`config.mk`:
```
export PLATFORM = sky130hd
export DESIGN_NAME = bcd_7seg_scan
export DESIGN_NICKNAME = d
export VERILOG_FILES = /design/src/rtl/bcd_7seg_scan.sv
export SDC_FILE = /design/constraint.sdc
export NUM_CORES = 1
export LEC_CHECK = 0
export CAP_MARGIN = 20
export CORE_MARGIN = 2
export CORE_UTILIZATION = 39
export CTS_BUF_LIST = sky130_fd_sc_hd__clkbuf_2 sky130_fd_sc_hd__clkbuf_4 sky130_fd_sc_hd__clkbuf_8
export DETAILED_ROUTE_END_ITERATION = 7
export PLACE_DENSITY = 0.57
export SETUP_SLACK_MARGIN = 0.02
export SLEW_MARGIN = 20
export SYNTH_ARGS = -nofsm -noshare
export SYNTH_HDL_FRONTEND = slang
export SYNTH_SLANG_ARGS = --single-unit
```
`constraint.sdc`:
```
create_clock -name clk -period 2.55 [get_ports clk]
set_input_delay 0.6375 -clock clk [delete_from_list [all_inputs] [get_ports clk]]
set_output_delay 0.6375 -clock clk [all_outputs]
set_load 0.01 [all_outputs]
```
`src/rtl/bcd_7seg_scan.sv`:
```
// Multiplexed 7-segment driver for a chain of BCD digits. It keeps a shadow copy of the
// digits and scans one position per slot. Each slot begins with a one-clock anti-ghosting blank.
module bcd_7seg_scan #(
  parameter int NUM_DIGITS     = 4,
  parameter int SCAN_DIV       = 1000,
  parameter int SEG_ACTIVE_LOW = 1,
  parameter int DIG_ACTIVE_LOW = 1
) (
  input  logic                    clk,
  input  logic                    reset_n,
  input  logic [4*NUM_DIGITS-1:0] bcd_in,
  input  logic                    load,
  input  logic                    blank_lz,
  output logic [6:0]              seg,
  output logic [NUM_DIGITS-1:0]   dig,
  output logic                    frame_tick
);

  localparam int CNT_W = $clog2(SCAN_DIV);
  localparam int IDX_W = (NUM_DIGITS > 1) ? $clog2(NUM_DIGITS) : 1;

  localparam logic [CNT_W-1:0]      CNT_LAST = CNT_W'(SCAN_DIV - 1);
  localparam logic [IDX_W-1:0]      IDX_LAST = IDX_W'(NUM_DIGITS - 1);
  localparam logic [6:0]            SEG_OFF  = (SEG_ACTIVE_LOW != 0) ? 7'h7F : 7'h00;
  localparam logic [NUM_DIGITS-1:0] DIG_OFF  = (DIG_ACTIVE_LOW != 0) ? '1 : '0;
  localparam logic [NUM_DIGITS-1:0] DIG_ONE  = NUM_DIGITS'(1);

  // Active-high a..g pattern; codes above 9 render as a dash.
  function automatic logic [6:0] seg_decode(input logic [3:0] code);
    logic [6:0] pat;
    case (code)
      4'd0:    pat = 7'h3F;
      4'd1:    pat = 7'h06;
      4'd2:    pat = 7'h5B;
      4'd3:    pat = 7'h4F;
      4'd4:    pat = 7'h66;
      4'd5:    pat = 7'h6D;
      4'd6:    pat = 7'h7D;
      4'd7:    pat = 7'h07;
      4'd8:    pat = 7'h7F;
      4'd9:    pat = 7'h6F;
      default: pat = 7'h40;
    endcase
    return pat;
  endfunction

  function automatic logic [6:0] seg_polarity(input logic [6:0] pat);
    return pat ^ SEG_OFF;
  endfunction

  logic [4*NUM_DIGITS-1:0] shadow_p0;
  logic [CNT_W-1:0]        cnt_p0;
  logic [IDX_W-1:0]        idx_p0;

  logic [6:0]              seg_p1;
  logic [NUM_DIGITS-1:0]   dig_p1;
  logic                    frame_tick_p1;

  logic [NUM_DIGITS-1:0]   zero_above;
  logic [3:0]              cur_code;
  logic                    cur_zero_above;
  logic                    lz_blank;

  // zero_above[i]: digit i and every digit above it are zero (invalid codes count as non-zero)
  always_comb begin
    logic run;
    zero_above = '0;
    run        = 1'b1;
    for (int i = NUM_DIGITS - 1; i >= 0; i--) begin
      run           = run && (shadow_p0[4*i +: 4] == 4'd0);
      zero_above[i] = run;
    end
  end

  always_comb begin
    cur_code       = 4'd0;
    cur_zero_above = 1'b0;
    for (int i = 0; i < NUM_DIGITS; i++) begin
      if (idx_p0 == IDX_W'(i)) begin
        cur_code       = shadow_p0[4*i +: 4];
        cur_zero_above = zero_above[i];
      end
    end
    lz_blank = blank_lz && (idx_p0 != '0) && cur_zero_above;
  end

  // p0 -> p1: scan state and shadow feed the registered display outputs
  always_ff @(posedge clk) begin
    if (!reset_n) begin
      shadow_p0     <= '0;
      cnt_p0        <= '0;
      idx_p0        <= '0;
      seg_p1        <= SEG_OFF;
      dig_p1        <= DIG_OFF;
      frame_tick_p1 <= 1'b0;
    end else begin
      if (load)
        shadow_p0 <= bcd_in;

      if (cnt_p0 == CNT_LAST) begin
        cnt_p0 <= '0;
        idx_p0 <= (idx_p0 == IDX_LAST) ? '0 : idx_p0 + 1'b1;
      end else begin
        cnt_p0 <= cnt_p0 + 1'b1;
      end

      frame_tick_p1 <= (cnt_p0 == CNT_LAST) && (idx_p0 == IDX_LAST);

      if (cnt_p0 == '0) begin
        seg_p1 <= SEG_OFF;
        dig_p1 <= DIG_OFF;
      end else begin
        dig_p1 <= (DIG_ONE << idx_p0) ^ DIG_OFF;
        seg_p1 <= lz_blank ? SEG_OFF : seg_polarity(seg_decode(cur_code));
      end
    end
  end

  assign seg        = seg_p1;
  assign dig        = dig_p1;
  assign frame_tick = frame_tick_p1;

endmodule
```
# Word level (Yosys, flattened, before mapping)
# Memories as Yosys holds them, arrays and structs flattened.
# Index checks and enable logic that the tools add are counted.
[totals]
output_inout_bits = 12
regBits = 40
romBits = 112
mem_count = 1
inputBits = 20
[memory_table]
columns = ["memory", "words", "word_bits", "rd", "rd_clocked_by_memory_dff", "wr", "line_no", "text"]
rows = [
  ["(no name shown)", 16, 7, 1, 0, 0, "31", "case (code)"],
]
[classes]
bitwise = 3
reduce_logical = 16
muxes = 11
eq_ne = 4
add_sub_neg = 2
shift = 1
[op_table]
columns = ["op", "n"]
rows = [
  ["$logic_not 4->1", 4],
  ["$mux 4", 4],
  ["$mux 7", 2],
  ["$add 10x1->10 const B", 1],
  ["$eq 10x10->1 const B", 1],
  ["$logic_not 10->1", 1],
  ["$not 7->7", 1],
  ["$logic_and 1x1->1", 6],
  ["$eq 2x2->1 const B", 2],
  ["$mux 1", 4],
  ["$not 4->4", 1],
  ["$reduce_or 2->1", 2],
  ["$shl 1x2->4 const A", 1],
  ["$reduce_or 3->1", 1],
  ["$add 2x1->2 const B", 1],
  ["$eq 2x1->1 const B", 1],
  ["$logic_not 2->1", 1],
  ["$mux 2", 1],
  ["$reduce_bool 2->1", 1],
  ["$not 1->1", 1],
]

# Longest topological paths before layout
# Gate-level depths: netlist of run 1.
[depth]
word_depth = 10
mapped_depth = 10
mapped_depth_nobuf = 9

# Worst setup path before layout of run 1
# No wires, ideal clock.
[synth_timing]
kind = "reg-to-reg"
from = "reg idx_p0[0]"
to = "reg seg_p1[3], in the netlist seg[3]"
stages_incl_launch_ff = 11
required_time_ps = 2406
n_path_buf = 2
period_less_slack_ps = 2266
setup_slack_ps = 284
arrival_time_ps = 2122
setup_ps = 144
path_cell_list = "dfxtp_1 ha_1 buf_6 buf_2 a211oi_1 a221oi_2 inv_1 ha_1 and3_1 a221oi_1 o211ai_1"
[synth_via]
elab_chain_cells = 9
word_cells_on_any_way = 20
classes_between = "eq/ne (3); mux (10); bitwise (1); reduce/logical (5); memory (1)"
[synth_rtl]
columns = ["item", "line_no", "text"]
rows = [
  ["start: declaration", "53", "logic [IDX_W-1:0] idx_p0;"],
  ["start signal: assignment", "102", "idx_p0 <= (idx_p0 == IDX_LAST) ? '0 : idx_p0 + 1'b1;"],
  ["$logic_not 2->1", "79", "if (idx_p0 == IDX_W'(i)) begin"],
  ["$mux 4 (4 in series)", "79", ""],
  ["$mem_v2 16x7", "-", ""],
  ["$mux 7", "109", "if (cnt_p0 == '0) begin"],
  ["$mux 7", "89", "if (!reset_n) begin"],
  ["$not 7->7 (no source line)", "-", ""],
  ["end signal: assignment", "114", "seg_p1 <= lz_blank ? SEG_OFF : seg_polarity(seg_decode(cur_code));"],
  ["end: declaration", "55", "logic [6:0] seg_p1;"],
]
# Parallel ways exist; a longest one is shown, timed or not. The select of a mux whose other input is x is not followed.
# A chain may end at the register's enable or synchronous reset.

# Worst setup path after layout of run 1
[layout_timing]
from = "reg idx_p0[1]"
to = "reg seg_p1[0], in the netlist seg[0]"
# The elaborated chain is that of the path after synthesis.

==> impl_metrics.py, run 1 <==
metrics = {
    "timing": {
        "setup_viol": 0,
        "whs_ns": 0.478,
        "worstMarginPinSlew_ns": 0.550,
        "period_needed_ns": 2.37,
        "relSlewSlack_pct": 63.3,
        "fin_crit_sh_pct": 93.0,
        "finalMaxSlewViolations": 0,
        "finalWorstSetupSlack_ns": 0.179,
        "max_freq_mhz": 422,
        "hold_viol": 0,
        "fin_setup_tns_ns": 0,
        "fin_skew_ns": 0.00583,
        "rsz0062_at_grt": "no",
    },
    "floorplanning": {
        "io-pin-count": 32,
        "die_width_um": 74.5,
        "start_util_pct": 40.8,
        "die_y_um": 74.5,
        "core_sq_um": 4750,
        "dieArea_sq_um": 5560,
        "rows": 25,
    },
    "synth": {
        "synth-async-reset-ratio_pct": 0,
        "ys.flop_type": "dfxtp_1",
        "syn_area_sq_um": 1940,
        "synth_cell_types": 42,
        "synthCells": 204,
        "yosys_warnings": 0,
        "synth_edf_count": 0,
        "ys_seq_area_share_pct": 41.3,
        "syn_area_per_cell_sq_um": 9.51,
        "synth_seq_cells": 40,
        "syn_nets": 235,
    },
    "placement": {
        "portBuffers": 31,
        "dp.final_hpwl_um": 3030,
        "preCtsSetupSlack_ns": 0.193,
        "gp_congestion": 0.870,
        "dp.cells": 301,
    },
    "clock_tree": {
        "cts_tree": "done",
        "cts_buffers": 5,
        "holdBufCountCts": 0,
        "clkLatencyLatePin_ns": 0.29,
        "h-tree-depth": 2,
        "clkTransAtPathRegs_ns": 0.07,
        "cts_sinks": 40,
        "cts_buffer_depth": 2,
        "root_buffer": "clkbuf_8",
    },
    "grt": {
        "antenna_found_initial": 0,
        "grt.total_usage_pct": 16.1,
        "grt-busiest-layer": "met2",
        "grt_pass1_vias": 1381,
        "grt_pass1_wl_um": 6640,
        "gr-total-overflow": 0,
        "met1_usage_pct": 21.2,
        "grt_max_degree": 21,
        "use_met2_pct": 25.5,
        "met3_usage_pct": 3.39,
    },
    "critical_path": {
        "path_max_fanout": 10,
        "start_kind": "register",
        "crit_required_ns": 2.69,
        "worstPathArrival_ns": 2.51,
        "path_class": "reg2reg",
        "cp-end-kind": "register",
    },
    "detailed_routing": {
        "drt_iter0_drc": 100,
        "dr.pass1.iters": 4,
        "vias_per_cell": 4.91,
        "wl_um": 4120,
        "ant_nets": 0,
        "drcViolationCount": 0,
        "wl_per_cell_um": 13.2,
        "vias": 1527,
    },
    "cells_and_area": {
        "layout-drive-gt1-share_pct": 9.84,
        "final_cells": 311,
        "syn2layout_area_growth_pct": 27.1,
        "fin_nets": 274,
        "antennaDiodeCount": 0,
    },
    "run": {
        "drv_cap": 0,
    },
    "power": {
        "vdd_drop_max_v": 0.000291,
        "power.density_nw_per_um2": 556,
        "p_leak_nw": 0.973,
    },
    "worst_hold_path": {
        "hp-class": "reg2reg",
    },
    "status": {
        "status": "completed",
    },
}
cells in the final DEF (no fill, tap or decap), drive strengths merged, types with 6 or more instances in the layout:
master and instances:
a221oi 7, buf 9, nand2 13, mux2i 17, dfxtp 40, nor3 6
inv 10, ha 11, clkdlybuf4s50 31, nor2 31
cell usage after synthesis, types with 5 or more instances:
cell / number / area [sq um]
dfxtp_1: 40 / 801
nor2_1: 31 / 116
mux2i_1: 17 / 170
nand2_1: 13 / 48.8
ha_1: 11 / 138
inv_1: 10 / 37.5
and3_1: 5 / 31.3
nor3_1: 5 / 25.0
o211ai_1: 5 / 37.5
per-stage QoR:
stage / area, sq um / utilization (%) / power [mW]
2_1_floorplan: 1940 / - / 0.789
3_3_place_gp: 2340 / 49.2 / 0.878
3_5_place_dp: 2340 / 49.2 / 0.877
4_1_cts: 2450 / 51.5 / 1.39
5_1_grt: 2470 / 51.9 / 1.44
6_report: 2470 / 51.9 / 1.37
flip-flops by register name (all words and copies together), names as in the netlist:
name	cells
idx_p0	2
dig	4
seg	7
cnt_p0	10
shadow_p0	16
frame_tick	1
layout make-up:
type                            instances  area, sq um
Multi-Input combinational cell        146         1060
Inverter                               10         37.5
Timing Repair Buffer                   40          378
Sequential cell                        40          801
Clock buffer                            5         68.8
Fill cell                             467         2290
Tap cell                               67         83.8
Clock inverter                          3         42.5
power breakdown:
group	total, mW	switching, mW	internal [mW]	leakage (nW)
clock	0.507	0.218	0.289	0.0541
combinational	0.185	0.0791	0.106	0.591
sequential	0.679	0.0219	0.657	0.328
worst max-delay path: stages (launching register included):
cell,delay (ns)
dfxtp_1,0.38
inv_1,0.08
ha_1,0.28
nand3b_1,0.21
a221oi_2,0.41
inv_1,0.16
ha_1,0.20
and3_1,0.13
a221oi_1,0.24
o211ai_1,0.11
routing by layer:
| layer | vias to the layer above | part of all wire (%) |
|---|---|---|
| met5 | - | 0 |
| met4 | 0 | 1.3 |
| met3 | 5 | 4.5 |
| met2 | 35 | 46 |
| met1 | 686 | 49 |
| li1 | 801 | - |
repair_timing:
action | in CTS | in global routing
gates resized for setup | 0 | 1
setup endpoints to repair | 0 | 1
buffers inserted | 0 | 2
final timing paths:
| kind | endpoint | slack (ns) | cells after the start | startpoint |
|---|---|---|---|---|
| hold / removal | cnt_p0[0] | 0.48 | 1 | cnt_p0[0] |
| hold reg to reg | cnt_p0[0] | 0.48 | 1 | cnt_p0[0] |
| setup reg to reg | seg[0] | 0.18 | 9 | idx_p0[1] |
| setup / recovery | seg[0] | 0.18 | 9 | idx_p0[1] |
logic make-up after synthesis:
kind of cell	synth area share (%)
flops	41.3
xor+xnor	3.61
fa+ha+maj	7.09
compound gates	11.7
buf+inv	4.45
mux	8.77
simple gates	23.1
(Power assumes the default switching activity.)
==> inputs of run 2 (changes only) <==
--- a/config.mk
+++ b/config.mk
@@ -6,7 +6,7 @@
 export NUM_CORES = 1
 export LEC_CHECK = 0
 export CAP_MARGIN = 20
-export CORE_MARGIN = 2
+export CORE_MARGIN = 3
 export CORE_UTILIZATION = 39
 export CTS_BUF_LIST = sky130_fd_sc_hd__clkbuf_2 sky130_fd_sc_hd__clkbuf_4 sky130_fd_sc_hd__clkbuf_8
 export DETAILED_ROUTE_END_ITERATION = 7
==> run 2 against run 1 <==
Effect of this change:
- wire length fell by 1.1%
- cell count fell by 0.96%
- flip-flop and latch count did not move
- first-iteration DRC count fell by 39%
- die area rose by 5.4%
- global-route usage fell by 1.0 points
- critical path depth did not move
- clock power rose by 11%
- total power rose by 4.0%
- core utilization did not move
- critical endpoint is now seg[3]
- largest power group unchanged
==> impl_metrics.py, run 2 (same netlist as run 1, synthesis figures left out) <==
metrics = {
    "timing": {
        "fin_skew_ns": 0.00453,
        "hold_viol": 0,
        "period_needed_ns": 2.25,
        "fin_setup_tns_ns": 0,
        "worstMarginPinSlew_ns": 0.592,
        "rsz0062_at_grt": "no",
        "max_freq_mhz": 444,
        "relSlewSlack_pct": 60.6,
        "finalMaxSlewViolations": 0,
        "fin_crit_sh_pct": 88.3,
        "setup_viol": 0,
    },
    "worst_hold_path": {
        "whs_endpoint": "cnt_p0[0]",
        "hp-class": "reg2reg",
        "hold_path.startpoint": "cnt_p0[0]",
        "hold_path_depth": 1,
    },
    "detailed_routing": {
        "vias": 1536,
        "wl_um": 4070,
        "drcViolationCount": 0,
        "vias_per_cell": 4.99,
        "ant_nets": 0,
        "wl_per_cell_um": 13.2,
        "dr.pass1.iters": 4,
        "drt_iter0_drc": 61,
    },
    "critical_path": {
        "rrSetupSlack_ns": 0.30,
        "path_max_fanout": 10,
        "worstPathArrival_ns": 2.39,
        "start_kind": "register",
        "path_class": "reg2reg",
        "worstReg2RegStart": "idx_p0[1]",
        "reg2reg_to": "seg[3]",
        "crit_required_ns": 2.69,
        "cp-end-kind": "register",
        "worstRegToRegCells": 9,
    },
    "power": {
        "pwr-share-comb_pct": 12.9,
        "p_switching_mw": 0.320,
        "power.density_nw_per_um2": 578,
        "internal_power_mw": 1.11,
        "vdd_drop_max_v": 0.000226,
        "swShare_pct": 22.4,
        "p_leak_nw": 0.964,
        "p_clk_share_pct": 39.5,
        "fin_total_pwr_mw": 1.43,
        "pwr-share-seq_pct": 47.6,
    },
    "placement": {
        "dp.cells": 300,
        "dp.final_hpwl_um": 3090,
        "dpl_cell_area_sq_um": 2330,
        "gp_congestion": 0.815,
        "portBuffers": 31,
    },
    "cells_and_area": {
        "layout-drive-gt1-share_pct": 9.96,
        "fin_util_pct": 51.9,
        "layout_commonest_cell": "dfxtp_1",
        "n_fill_cell": 483,
        "layout_common_cells": "dfxtp_1, nor2_1, clkdlybuf4s50_1",
        "syn2layout_area_growth_pct": 27.1,
        "largest_reg_flops": 16,
        "fin_nets": 271,
        "final_cells": 308,
        "antennaDiodeCount": 0,
        "final_area_sq_um": 2470,
        "top_register": "shadow_p0",
    },
    "floorplanning": {
        "rows": 25,
        "core_sq_um": 4750,
        "io-pin-count": 32,
        "die_width_um": 76.5,
        "start_util_pct": 40.8,
        "die_y_um": 76.5,
        "dieArea_sq_um": 5860,
    },
    "clock_tree": {
        "ctsResizeCount": 0,
        "root_buffer": "clkbuf_8",
        "clkTransAtPathRegs_ns": 0.08,
        "clkLatencyLatePin_ns": 0.29,
        "cts_buffers": 5,
        "h-tree-depth": 2,
        "holdBufCountCts": 0,
        "post_cts_buffers": 0,
        "cts_tree": "done",
        "cts_sinks": 40,
        "cts_buffer_depth": 2,
    },
    "grt": {
        "antenna_found_initial": 0,
        "grt_max_degree": 21,
        "grt_pass1_wl_um": 7130,
        "grt_pass1_vias": 1455,
        "grt.total_usage_pct": 15.1,
        "gr-total-overflow": 0,
    },
    "status": {
        "status": "completed",
    },
    "run": {
        "drv_cap": 0,
    },
}
[run 2: how the worst max path moves through the flow]
stage / from / to / slack (ns) / cells after the start
floorplan: idx_p0[0] / seg[3] / 0.28 / 10
global placement: blank_lz / seg[4] / 0.23 / 5
detailed placement: blank_lz / seg[2] / 0.23 / 5
CTS: idx_p0[1] / seg[3] / 0.21 / 9
global route: idx_p0[1] / seg[3] / 0.05 / 9
finish: idx_p0[1] / seg[3] / 0.30 / 9
[run 2: power groups by stage]
stage	combinational [mW]	sequential, mW	clock, mW
final	0.184	0.679	0.564
after detailed placement	0.184	0.694	0
after global placement	0.185	0.693	0
after global routing	0.204	0.684	0.605
after floorplan	0.0948	0.694	0
after CTS	0.185	0.679	0.584
[run 2: stage by stage]
| stage | hold WS, ns | setup WS (ns) |
|---|---|---|
| after floorplan | 0.430 | 0.284 |
| after global placement | 0.448 | 0.226 |
| after detailed placement | 0.458 | 0.232 |
| after CTS | 0.478 | 0.207 |
| after global routing | 0.524 | 0.0468 |
| final | 0.473 | 0.298 |
[run 2: routing by layer]
metal | wire (um) | vias up | GRT usage [%]
li1 | - | 793 | -
met2 | 1850 | 29 | 22.8
met4 | 59 | 0 | 5.62
met5 | 0 | - | 0
met1 | 2030 | 709 | 20.6
met3 | 138 | 5 | 3.78
[run 2: layout make-up]
class / count / area (sq um) / share of cell area, %
inverter: 10 / 37.5 / 1.52
timing repair buffer: 37 / 355 / 14.4
clock buffer: 7 / 96.3 / 3.90
sequential: 40 / 801 / 32.5
clock inverter: 1 / 30.0 / 1.22
multi-input combinational: 146 / 1060 / 43.1
tap: 67 / 83.8 / 3.40
[run 2: critical path: stages (launching register included)]
cell and delay (ns):
dfxtp_1 0.38, inv_1 0.08, ha_2 0.23, nand3b_1 0.19, a221oi_2 0.27, inv_1 0.12
ha_1 0.33, and3_1 0.15, a221oi_1 0.24, o211ai_1 0.11
==> inputs of run 3 (changes only) <==
--- a/config.mk
+++ b/config.mk
@@ -6,7 +6,7 @@
 export NUM_CORES = 1
 export LEC_CHECK = 0
 export CAP_MARGIN = 20
-export CORE_MARGIN = 3
+export CORE_MARGIN = 5
 export CORE_UTILIZATION = 39
 export CTS_BUF_LIST = sky130_fd_sc_hd__clkbuf_2 sky130_fd_sc_hd__clkbuf_4 sky130_fd_sc_hd__clkbuf_8
 export DETAILED_ROUTE_END_ITERATION = 7
==> run 3 against run 2 <==
Effect of this change:
- wire length is 1.4% lower
- combinational power hardly changed
- non-clock buffer count is 1 higher
- maximum frequency is 4.1% lower
- sequential power hardly changed
- clock power is 21% lower
- setup slack worse by 0.096 ns
- critical endpoint is now seg[0]
- largest power group unchanged
==> impl_metrics.py, run 3 (same netlist as run 1, synthesis figures left out) <==
metrics = {
    "floorplanning": {
        "core_sq_um": 4790,
        "dieArea_sq_um": 6490,
        "rows": 25,
        "die_width_um": 80.5,
        "io-pin-count": 32,
        "die_y_um": 80.5,
        "start_util_pct": 40.5,
    },
    "placement": {
        "dp.cells": 301,
        "portBuffers": 31,
        "dpl_cell_area_sq_um": 2340,
        "preCtsSetupSlack_ns": 0.177,
        "dp.final_hpwl_um": 3060,
        "gp_congestion": 0.793,
    },
    "power": {
        "p_leak_nw": 0.954,
        "vdd_drop_max_v": 0.000257,
        "fin_total_pwr_mw": 1.31,
        "power.density_nw_per_um2": 535,
    },
    "clock_tree": {
        "post_cts_buffers": 0,
        "cts_sinks": 40,
        "ctsResizeCount": 0,
        "clkTransAtPathRegs_ns": 0.07,
        "root_buffer": "clkbuf_8",
        "holdBufCountCts": 0,
        "h-tree-depth": 2,
        "cts_buffers": 5,
        "clkLatencyLatePin_ns": 0.29,
        "cts_buffer_depth": 2,
        "cts_tree": "done",
    },
    "detailed_routing": {
        "wl_um": 4010,
        "wl_per_cell_um": 13.0,
        "drt_iter0_drc": 109,
        "vias": 1520,
        "vias_per_cell": 4.92,
        "dr.pass1.iters": 4,
        "ant_nets": 0,
        "drcViolationCount": 0,
    },
    "timing": {
        "finalWorstSetupSlack_ns": 0.202,
        "fin_crit_sh_pct": 92.1,
        "finalMaxSlewViolations": 0,
        "relSlewSlack_pct": 64.0,
        "period_needed_ns": 2.35,
        "setup_viol": 0,
        "max_freq_mhz": 426,
        "fin_setup_tns_ns": 0,
        "hold_viol": 0,
        "worstMarginPinSlew_ns": 0.539,
        "fin_skew_ns": 0.00541,
        "whs_ns": 0.467,
        "rsz0062_at_grt": "no",
    },
    "grt": {
        "grt_pass1_vias": 1359,
        "grt_max_degree": 21,
        "antenna_found_initial": 0,
        "gr-total-overflow": 0,
        "grt_pass1_wl_um": 6640,
        "grt.total_usage_pct": 13.3,
    },
    "worst_hold_path": {
        "hp-class": "reg2reg",
        "hold_path.startpoint": "cnt_p0[0]",
        "hold_path_depth": 1,
        "whs_endpoint": "cnt_p0[0]",
    },
    "critical_path": {
        "path_class": "reg2reg",
        "reg2reg_to": "seg[0]",
        "crit_required_ns": 2.70,
        "rrSetupSlack_ns": 0.20,
        "path_max_fanout": 7,
        "worstRegToRegCells": 9,
        "start_kind": "register",
        "worstReg2RegStart": "idx_p0[0]",
        "worstPathArrival_ns": 2.49,
        "cp-end-kind": "register",
    },
    "cells_and_area": {
        "largest_reg_flops": 16,
        "top_register": "shadow_p0",
        "layout_commonest_cell": "dfxtp_1",
        "antennaDiodeCount": 0,
        "layout_common_cells": "dfxtp_1, nor2_1, clkdlybuf4s50_1",
        "final_cells": 309,
        "n_fill_cell": 454,
        "layout-drive-gt1-share_pct": 9.92,
        "final_area_sq_um": 2440,
        "fin_nets": 272,
        "fin_util_pct": 51.1,
        "syn2layout_area_growth_pct": 25.9,
    },
    "run": {
        "drv_cap": 0,
    },
    "status": {
        "status": "completed",
    },
}
run 3: worst max-delay path by stage:
stage	startpoint	to	slack [ns]
global route	idx_p0[1]	seg[3]	0.01
detailed placement	idx_p0[1]	seg[0]	0.18
finish	idx_p0[0]	seg[0]	0.20
floorplan	idx_p0[0]	seg[3]	0.28
global placement	idx_p0[1]	seg[0]	0.23
CTS	idx_p0[1]	seg[0]	0.17
run 3: cell type report:
class                   count  area, sq um  share of cell area [%]
repair buffers             38          363                    14.8
well taps                  67         83.8                    3.43
multi-input cells         146         1060                    43.4
inverters                  10         37.5                    1.54
flip-flops and latches     40          801                    32.8
clock inverters             1         7.51                   0.307
clock buffers               7         90.1                    3.69
run 3: power by group:
part           leakage, nW  internal (mW)  switching (mW)
Combinational        0.578          0.104          0.0788
Sequential           0.328          0.657          0.0212
Clock               0.0479          0.230           0.216
Total                0.954          0.991           0.316
run 3: layer usage:
layer,wire length (um),vias up,global-route usage [%]
met5,0,-,0
met4,65,0,5.07
met3,205,6,3.81
met2,1780,39,20.1
met1,1960,677,17.9
li1,-,798,-
run 3: critical path, stage by stage, from the launching register on:
cell and delay [ns]:
dfxtp_1 0.35, inv_1 0.10, ha_1 0.35, nand3b_1 0.16
a221oi_2 0.37, inv_1 0.14, ha_1 0.21, and3_1 0.14
a221oi_1 0.27, o211ai_1 0.12
